--- src/rtl/rr_stream_arbiter.sv ---
// Packet-granular round-robin arbiter: N valid/ready requesters share one
// registered downstream stream; the grant is held until the owner's last beat.
module rr_stream_arbiter #(
  parameter int L   = 8,
  parameter int N   = 4,
  parameter int IDW = 2
) (
  input  logic             clk,
  input  logic             rst,
  input  logic [N-1:0]     valid_f,
  output logic [N-1:0]     ready_f,
  input  logic [N*L-1:0]   data_f,
  input  logic [N-1:0]     last_f,
  input  logic             ready_b,
  output logic             valid_b,
  output logic [L-1:0]     data_b,
  output logic             last_b,
  output logic [IDW-1:0]   grant_id,
  output logic             busy
);

  typedef enum logic {IDLE, LOCK} state_t;

  state_t         state, state_nxt;
  logic [IDW-1:0] ptr, owner, sel;
  logic           found;
  logic           out_ready, xfer, xfer_last;
  logic [L-1:0]   beat [N];

  always_comb begin
    for (int i = 0; i < N; i++) beat[i] = data_f[i*L +: L];
  end

  // Wrapping priority search starting at ptr; sum stays below 2N so one subtract wraps.
  always_comb begin : pick
    logic [IDW:0] idx;
    found = 1'b0;
    sel   = '0;
    idx   = '0;
    for (int k = 0; k < N; k++) begin
      idx = {1'b0, ptr} + (IDW+1)'(k);
      if (idx >= (IDW+1)'(N)) idx = idx - (IDW+1)'(N);
      if (!found && valid_f[idx[IDW-1:0]]) begin
        found = 1'b1;
        sel   = idx[IDW-1:0];
      end
    end
  end

  assign out_ready = ready_b || !valid_b;
  assign xfer      = (state == LOCK) && valid_f[owner] && out_ready;
  assign xfer_last = xfer && last_f[owner];
  assign busy      = (state == LOCK);

  always_comb begin
    state_nxt = state;
    ready_f   = '0;
    case (state)
      IDLE: if (found) state_nxt = LOCK;
      LOCK: begin
        ready_f[owner] = out_ready;
        if (xfer_last) state_nxt = IDLE;
      end
      default: state_nxt = IDLE;
    endcase
  end

  always_ff @(posedge clk or negedge rst) begin
    if (!rst) state <= IDLE;
    else      state <= state_nxt;
  end

  always_ff @(posedge clk or negedge rst) begin
    if (!rst) begin
      ptr   <= '0;
      owner <= '0;
    end else begin
      if (state == IDLE && found) owner <= sel;
      if (xfer_last) ptr <= (owner == IDW'(N-1)) ? '0 : owner + IDW'(1);
    end
  end

  // Output register: a new beat may load in the same cycle the old one drains.
  always_ff @(posedge clk or negedge rst) begin
    if (!rst) begin
      valid_b  <= 1'b0;
      data_b   <= '0;
      last_b   <= 1'b0;
      grant_id <= '0;
    end else if (xfer) begin
      valid_b  <= 1'b1;
      data_b   <= beat[owner];
      last_b   <= last_f[owner];
      grant_id <= owner;
    end else if (valid_b && ready_b) begin
      valid_b  <= 1'b0;
    end
  end

endmodule

--- config.mk ---
export PLATFORM = sky130hd
export DESIGN_NAME = rr_stream_arbiter
export DESIGN_NICKNAME = d
export VERILOG_FILES = /design/src/rtl/rr_stream_arbiter.sv
export SDC_FILE = /design/constraint.sdc
export NUM_CORES = 1
export LEC_CHECK = 0
export CORE_MARGIN = 2
export CORE_UTILIZATION = 39
export DETAILED_ROUTE_END_ITERATION = 8
export GPL_TIMING_DRIVEN = 0
export PLACE_DENSITY = 0.9
export SYNTH_ARGS = -nofsm -noshare
export SYNTH_HDL_FRONTEND = slang
export SYNTH_SLANG_ARGS = --single-unit
--- constraint.sdc ---
create_clock -name clk -period 2.1 [get_ports clk]
set_input_delay 0.315 -clock clk [delete_from_list [all_inputs] [get_ports clk]]
set_output_delay 0.315 -clock clk [all_outputs]
set_load 0.02 [all_outputs]
### Word level (Yosys, flattened, before mapping)

Cells that the tools add are included.

| operators by class | value |
|---|---|
| add/subtract/negate cells | 8 |
| order comparisons | 11 |
| equality and inequality tests | 1 |
| multiplexer cells | 36 |
| bitwise gates (word level) | 3 |
| reductions and logical operators | 15 |

Operators with widths:

| cell | number |
|---|---|
| 2-bit two-way mux | 9 |
| 8-bit binary-select mux with 2-bit select | 1 |
| 8-bit two-way mux | 2 |
| 2-bit by 3-bit < comparator with 1-bit output (second input constant) | 5 |
| 1-bit two-way mux | 15 |
| 1-bit binary-select mux with 2-bit select | 6 |
| 3-bit >= comparator (second input constant) | 4 |
| 1-bit logical AND | 9 |
| 2-bit by 1-bit subtractor with 2-bit output (second input constant) | 4 |
| 2-bit by 2-bit adder with 3-bit output (second input constant) | 2 |
| 4-bit bitwise AND | 1 |
| 1-bit logical NOT | 4 |
| 4-bit two-way mux | 1 |
| 2-bit by 1-bit adder with 3-bit output (second input constant) | 1 |
| 2-bit by 3-bit >= comparator with 1-bit output (second input constant) | 1 |
| 2-bit NOT with 3-bit output | 1 |
| 2-bit by 1-bit adder with 2-bit output (second input constant) | 1 |
| 1-bit demux with 2-bit select | 1 |
| 2-bit == test (second input constant) | 1 |
| 2-bit by 1-bit >= comparator with 1-bit output (second input constant) | 1 |
| 1-bit case mux with 2 select lines | 1 |
| 2-bit nonzero test | 1 |
| 1-bit logical OR | 1 |
| 1-bit NOT | 1 |

| word-level totals | value |
|---|---|
| register bits | 17 |
| bits of input ports | 43 |
| logic and storage cells | 81 |

### Depth between registers and ports, before layout

| logic depth | value |
|---|---|
| word-level depth | 16 |
| mapped depth | 5 |
| depth with buffers taken out | 3 |

### Worst setup path before layout

OpenSTA, ideal clock, no wires.

| timing | value |
|---|---|
| kind | register -> register |
| start point | reg owner[0] |
| end point | reg data_b[3] |
| setup time | 0.125 ns |
| data arrival time | 1.533 ns |
| required time | 1.975 ns |
| path slack | 0.442 ns |
| stages on the path, launching flop included | 4 |
| path buffers | 1 |
| clock period less this slack | 1.658 ns |
| path through | dfrtp_1 buf_2 mux4_1 mux2_4 |

| between the ends | value |
|---|---|
| longest elaborated chain between the ends | 4 |
| elaborated cells on any way between the ends | 8 |
| those cells by class | mux (5); bitwise (1); reduce/logical (2) |

RTL lines:

| element | RTL line | RTL |
|---|---|---|
| start, declared | 25 | `logic [IDW-1:0] ptr, owner, sel;` |
| start signal, assigned | 78 | `if (state == IDLE && found) owner <= sel;` |
| 2-bit NOT with 3-bit output (not written as such) / 1-bit binary-select mux with 2-bit select (equally long branches) | 92, 51 |  |
| 8-bit binary-select mux with 2-bit select / 1-bit two-way mux (equally long branches) | 92, 51 |  |
| 8-bit two-way mux (not written as such) / 1-bit logical AND (equally long branches) (2 in a row) | 92, 51 |  |
| end signal, assigned | 92 | `data_b <= beat[owner];` |
| end, declared | 16 | `output logic [L-1:0] data_b,` |

Parallel ways exist; a longest one is shown, timed or not. The select of a mux whose other input is x is not followed.
A chain may end at the register's enable or synchronous reset.

### Worst setup path after layout

| timing | value |
|---|---|
| start point | reg owner[1] |
| end point | out ready_f[1] |

| between the ends | value |
|---|---|
| longest elaborated chain between the ends | 6 |
| elaborated cells on any way between the ends | 7 |
| those cells by class | order compare (2); mux (3); bitwise (1); reduce/logical (1) |

RTL lines:

| element | RTL line | RTL |
|---|---|---|
| 2-bit by 3-bit < comparator with 1-bit output (not written as such) / 2-bit by 1-bit >= comparator with 1-bit output (equally long branches) | 61 | `ready_f[owner] = out_ready;` |
| 1-bit logical AND (not written as such) | 61 |  |
| 1-bit two-way mux (not written as such) | 61 |  |
| 1-bit demux with 2-bit select * | 61 |  |
| 4-bit bitwise AND (no source line) * | n/a |  |
| 4-bit two-way mux * | 58 | `case (state)` |
| end, declared | 11 | `output logic [N-1:0] ready_f,` |

Mark *: on every way between the ends. The rest lies on a longest branch, timed or not.

==> results_dict.tcl <==
set metrics [dict create \
    status "finished, final reports clean" \
    ir_drop_v 0.000969 \
    overflow 0 \
    rows 19 \
    cp.arrival_ns 1.67 \
    finalPower_w 0.00240 \
    cp_max_fo 15 \
    grt_use_total_pct 20.0 \
    timing.critical_path.cells "clkbuf_4 > inv_1 > ha_1 > and3_1 > dlygate4sd2_1" \
    dr.pass1.iters 4 \
    port_buffers 59 \
    fin_crit_sh_pct 94.5 \
    final.min_clock_period_ns 1.98 \
    synth_cells 85 \
    crit_end "ready_f[1]" \
    synth_top_cell_by_area "dfrtp_1" \
    cts.sinks 17 \
    ys_seq_area_share_pct 36.8 \
    pwr-share-seq_pct 26.3 \
    die_w_um 58.4 \
    fin_tns_setup_ns 0 \
    synth_area_leaders "dfrtp_1, mux2_4, mux4_2" \
    yosys_warnings 0 \
    setup_viol 0 \
    power.internal_w 0.00147 \
    synth_top_cell_area_share_pct 36.8 \
    wl_per_cell_um 17.2 \
    cts_made_buffers 3 \
    worstMarginPinSlew_ns 0.785 \
    finClkSkew_ns 0.000831 \
    ios 60 \
    gp_congestion 0.836 \
    dp_hpwl_um 2440 \
    sw_frac_of_total_pct 38.8 \
    power_switching_w 0.000931 \
    rr_startpoint "owner[0]" \
    detail-route-antenna-nets 0 \
    antennaDiodeCount 0 \
    dp_slack_ns -0.117 \
    floorplan.initialDensity_pct 41.5 \
    grt_pass1_wl_um 5060 \
    tritoncts "yes" \
    h-tree-depth 1 \
    r2r-end "data_b[6]" \
    final_nets 197 \
    max_slew_margin_pct 47.5 \
    p_comb_share_pct 66.0 \
    clock_latency_ns 0.30 \
    via_per_inst 5.48 \
    grt_setup_unrepaired "false" \
    critPathKind "reg2out" \
    leakage_nw 0.806 \
    powerDensity_nw_per_um2 1310 \
    layout_setup_ws_ns 0.115 \
    synth.distinct_cells 30 \
    cp_slowest_stage_delay_ns 0.36 \
    worst_setup_path_end_kind "primary output" \
    r2r_slack_ns 0.34 \
    drive_gt1_share_pct 20.8 \
    vias 987 \
    power_frac_clock_pct 7.7 \
    cpMaxStageDelayCell "dfrtp_1" \
    finalMaxSlewViolations 0 \
    startpoint_type "register" \
    drc 0 \
    crit_start "owner[1]" \
    dieArea_um2 3410 \
    path_clk_slew_ns 0.10 \
    avgSynthCellArea_um2 13.6 \
    final_core_util_pct 65.7 \
    syn_to_final_growth_pct 58.3 \
    clk_path_buf_depth 2 \
    drtIter0Drc 20 \
    r2r.worst_path.cells 4 \
    maxCapViolations 0 \
    grt_pass1_vias 1099 \
    hold_viol 0 \
    synth-seq-cells 17 \
    antenna_found_initial 0 \
    max_freq_mhz 504 \
    wl_um 3090 \
    grt_start_max_net_pins 18 \
    core-area_um2 2780 \
    cts_root_buf "clkbuf_4" \
    hold_path_class "in2async" \
    syn-cell-area_um2 1150 \
    die_h_um 58.4 \
    cp.required_ns 1.78 \
    synth_nets 132 \
]
[placed cells by master (no fill, tap or decap), drive strengths merged, types with 2 or more instances in the layout]
master         Yosys  routed
a21boi             2       2
clkbuf             2       6
dlygate4sd2        0       3
nand3              2       2
and3               4       4
dfrtp             17      17
mux4              10      10
nand2              3       3
ha                 4       4
nand2b             3       3
o41ai              2       2
o21a               2       2
nor2               4       4
inv                3       3
buf                3       4
clkdlybuf4s50      0      55
mux2              13      13
o21ai              2       2
[metrics by stage]
| step | hold WS (ns) | instance area [µm²] | cells |
|---|---|---|---|
| CTS | 0.487 | 1830 | 180 |
| floorplan | 0.0194 | 1150 | 85 |
| detailed placement | 0.468 | 1780 | 175 |
| global route | 0.508 | 1830 | 180 |
| global placement | 0.469 | 1780 | 175 |
| finish | 0.459 | 1830 | 180 |
[timing repair]
action                                  CTS  global route
cloned                                    0             0
hold buffers                              0             0
gates resized for setup                  11             1
setup buffers                             1             1
endpoints found under the setup margin    4             3
[worst min path at each step]
stage / to / slack (ns)
4_1_cts: grant_id[0] / 0.49
6_report: ptr[0] / 0.46
3_3_place_gp: last_b / 0.47
5_1_grt: ptr[0] / 0.51
3_5_place_dp: last_b / 0.47
2_1_floorplan: busy / 0.02
[per-layer routing]
| metal | track usage (%) | share of wire (%) | routed length, µm | vias to the layer above |
|---|---|---|---|---|
| met3 | 3.08 | 5.6 | 174 | 5 |
| met2 | 37.1 | 55 | 1690 | 36 |
| met4 | 6.31 | 1.4 | 44 | 0 |
| met5 | 0 | 0 | 0 | - |
| li1 | - | - | - | 455 |
| met1 | 23.6 | 38 | 1180 | 491 |
[synthesized netlist by cell type]
cell and n:
nand2b_1 3, o41ai_1 2, nor4_1 1, a21boi_0 2
clkbuf_1 2, and3_1 4, a21bo_1 1, nand2_1 3
a31oi_1 1, ha_1 4, nor2_1 4, nand3_1 1
mux2_1 2, nor2b_1 1, dfrtp_1 17, o2bb2ai_1 1
and3b_1 1, a21oi_1 1, inv_1 3, buf_4 2
mux2_4 9, nand3_4 1, nand4_2 1, mux2_2 2
buf_2 1, mux4_2 6, o21a_1 2, or2_2 1
o21ai_0 2, mux4_1 4
[flip-flops by register name, indices dropped and copies added, names as in the netlist]
name / cells
grant_id: 2
valid_b: 1
busy: 1
ptr: 2
data_b: 8
last_b: 1
owner: 2
[area by class of cell]
class | count | area (µm²)
Timing Repair Buffer | 61 | 602
Inverter | 3 | 11.3
Tap cell | 31 | 38.8
Multi-Input combinational cell | 60 | 691
Sequential cell | 17 | 428
Fill cell | 232 | 953
Buffer | 4 | 31.3
Clock buffer | 4 | 26.3
[power by group through the flow]
stage / Clock (W) / Sequential (W) / Combinational (W)
6_report: 0.000185 / 0.000631 / 0.00159
5_1_grt: 0.000209 / 0.000654 / 0.00171
4_1_cts: 0.000195 / 0.000649 / 0.00158
3_5_place_dp: 0 / 0.000652 / 0.00156
3_3_place_gp: 0 / 0.000638 / 0.00153
2_1_floorplan: 0 / 0.000777 / 0.000861
[cell families (layout without fill, tap and decap cells)]
| family | after synthesis | after routing | share of synthesized area [%] |
|---|---|---|---|
| buffers and inverters | 8 | 72 | 3.36 |
| DFF | 17 | 17 | 36.8 |
| adders and majority gates | 4 | 4 | 4.33 |
| AOI/OAI and AO/OA | 12 | 12 | 7.58 |
| and+or+nand+nor | 21 | 21 | 11.5 |
| muxes | 23 | 23 | 36.4 |
[worst max-delay path, delay by kind of cell, from the launching register on]
family / cells / cell delay [ns]
DFF: 1 / 0.36
buffers and inverters: 3 / 0.68
adders and majority gates: 1 / 0.18
and+or+nand+nor: 1 / 0.16
Note: power is estimated with default switching activity, not from simulation.
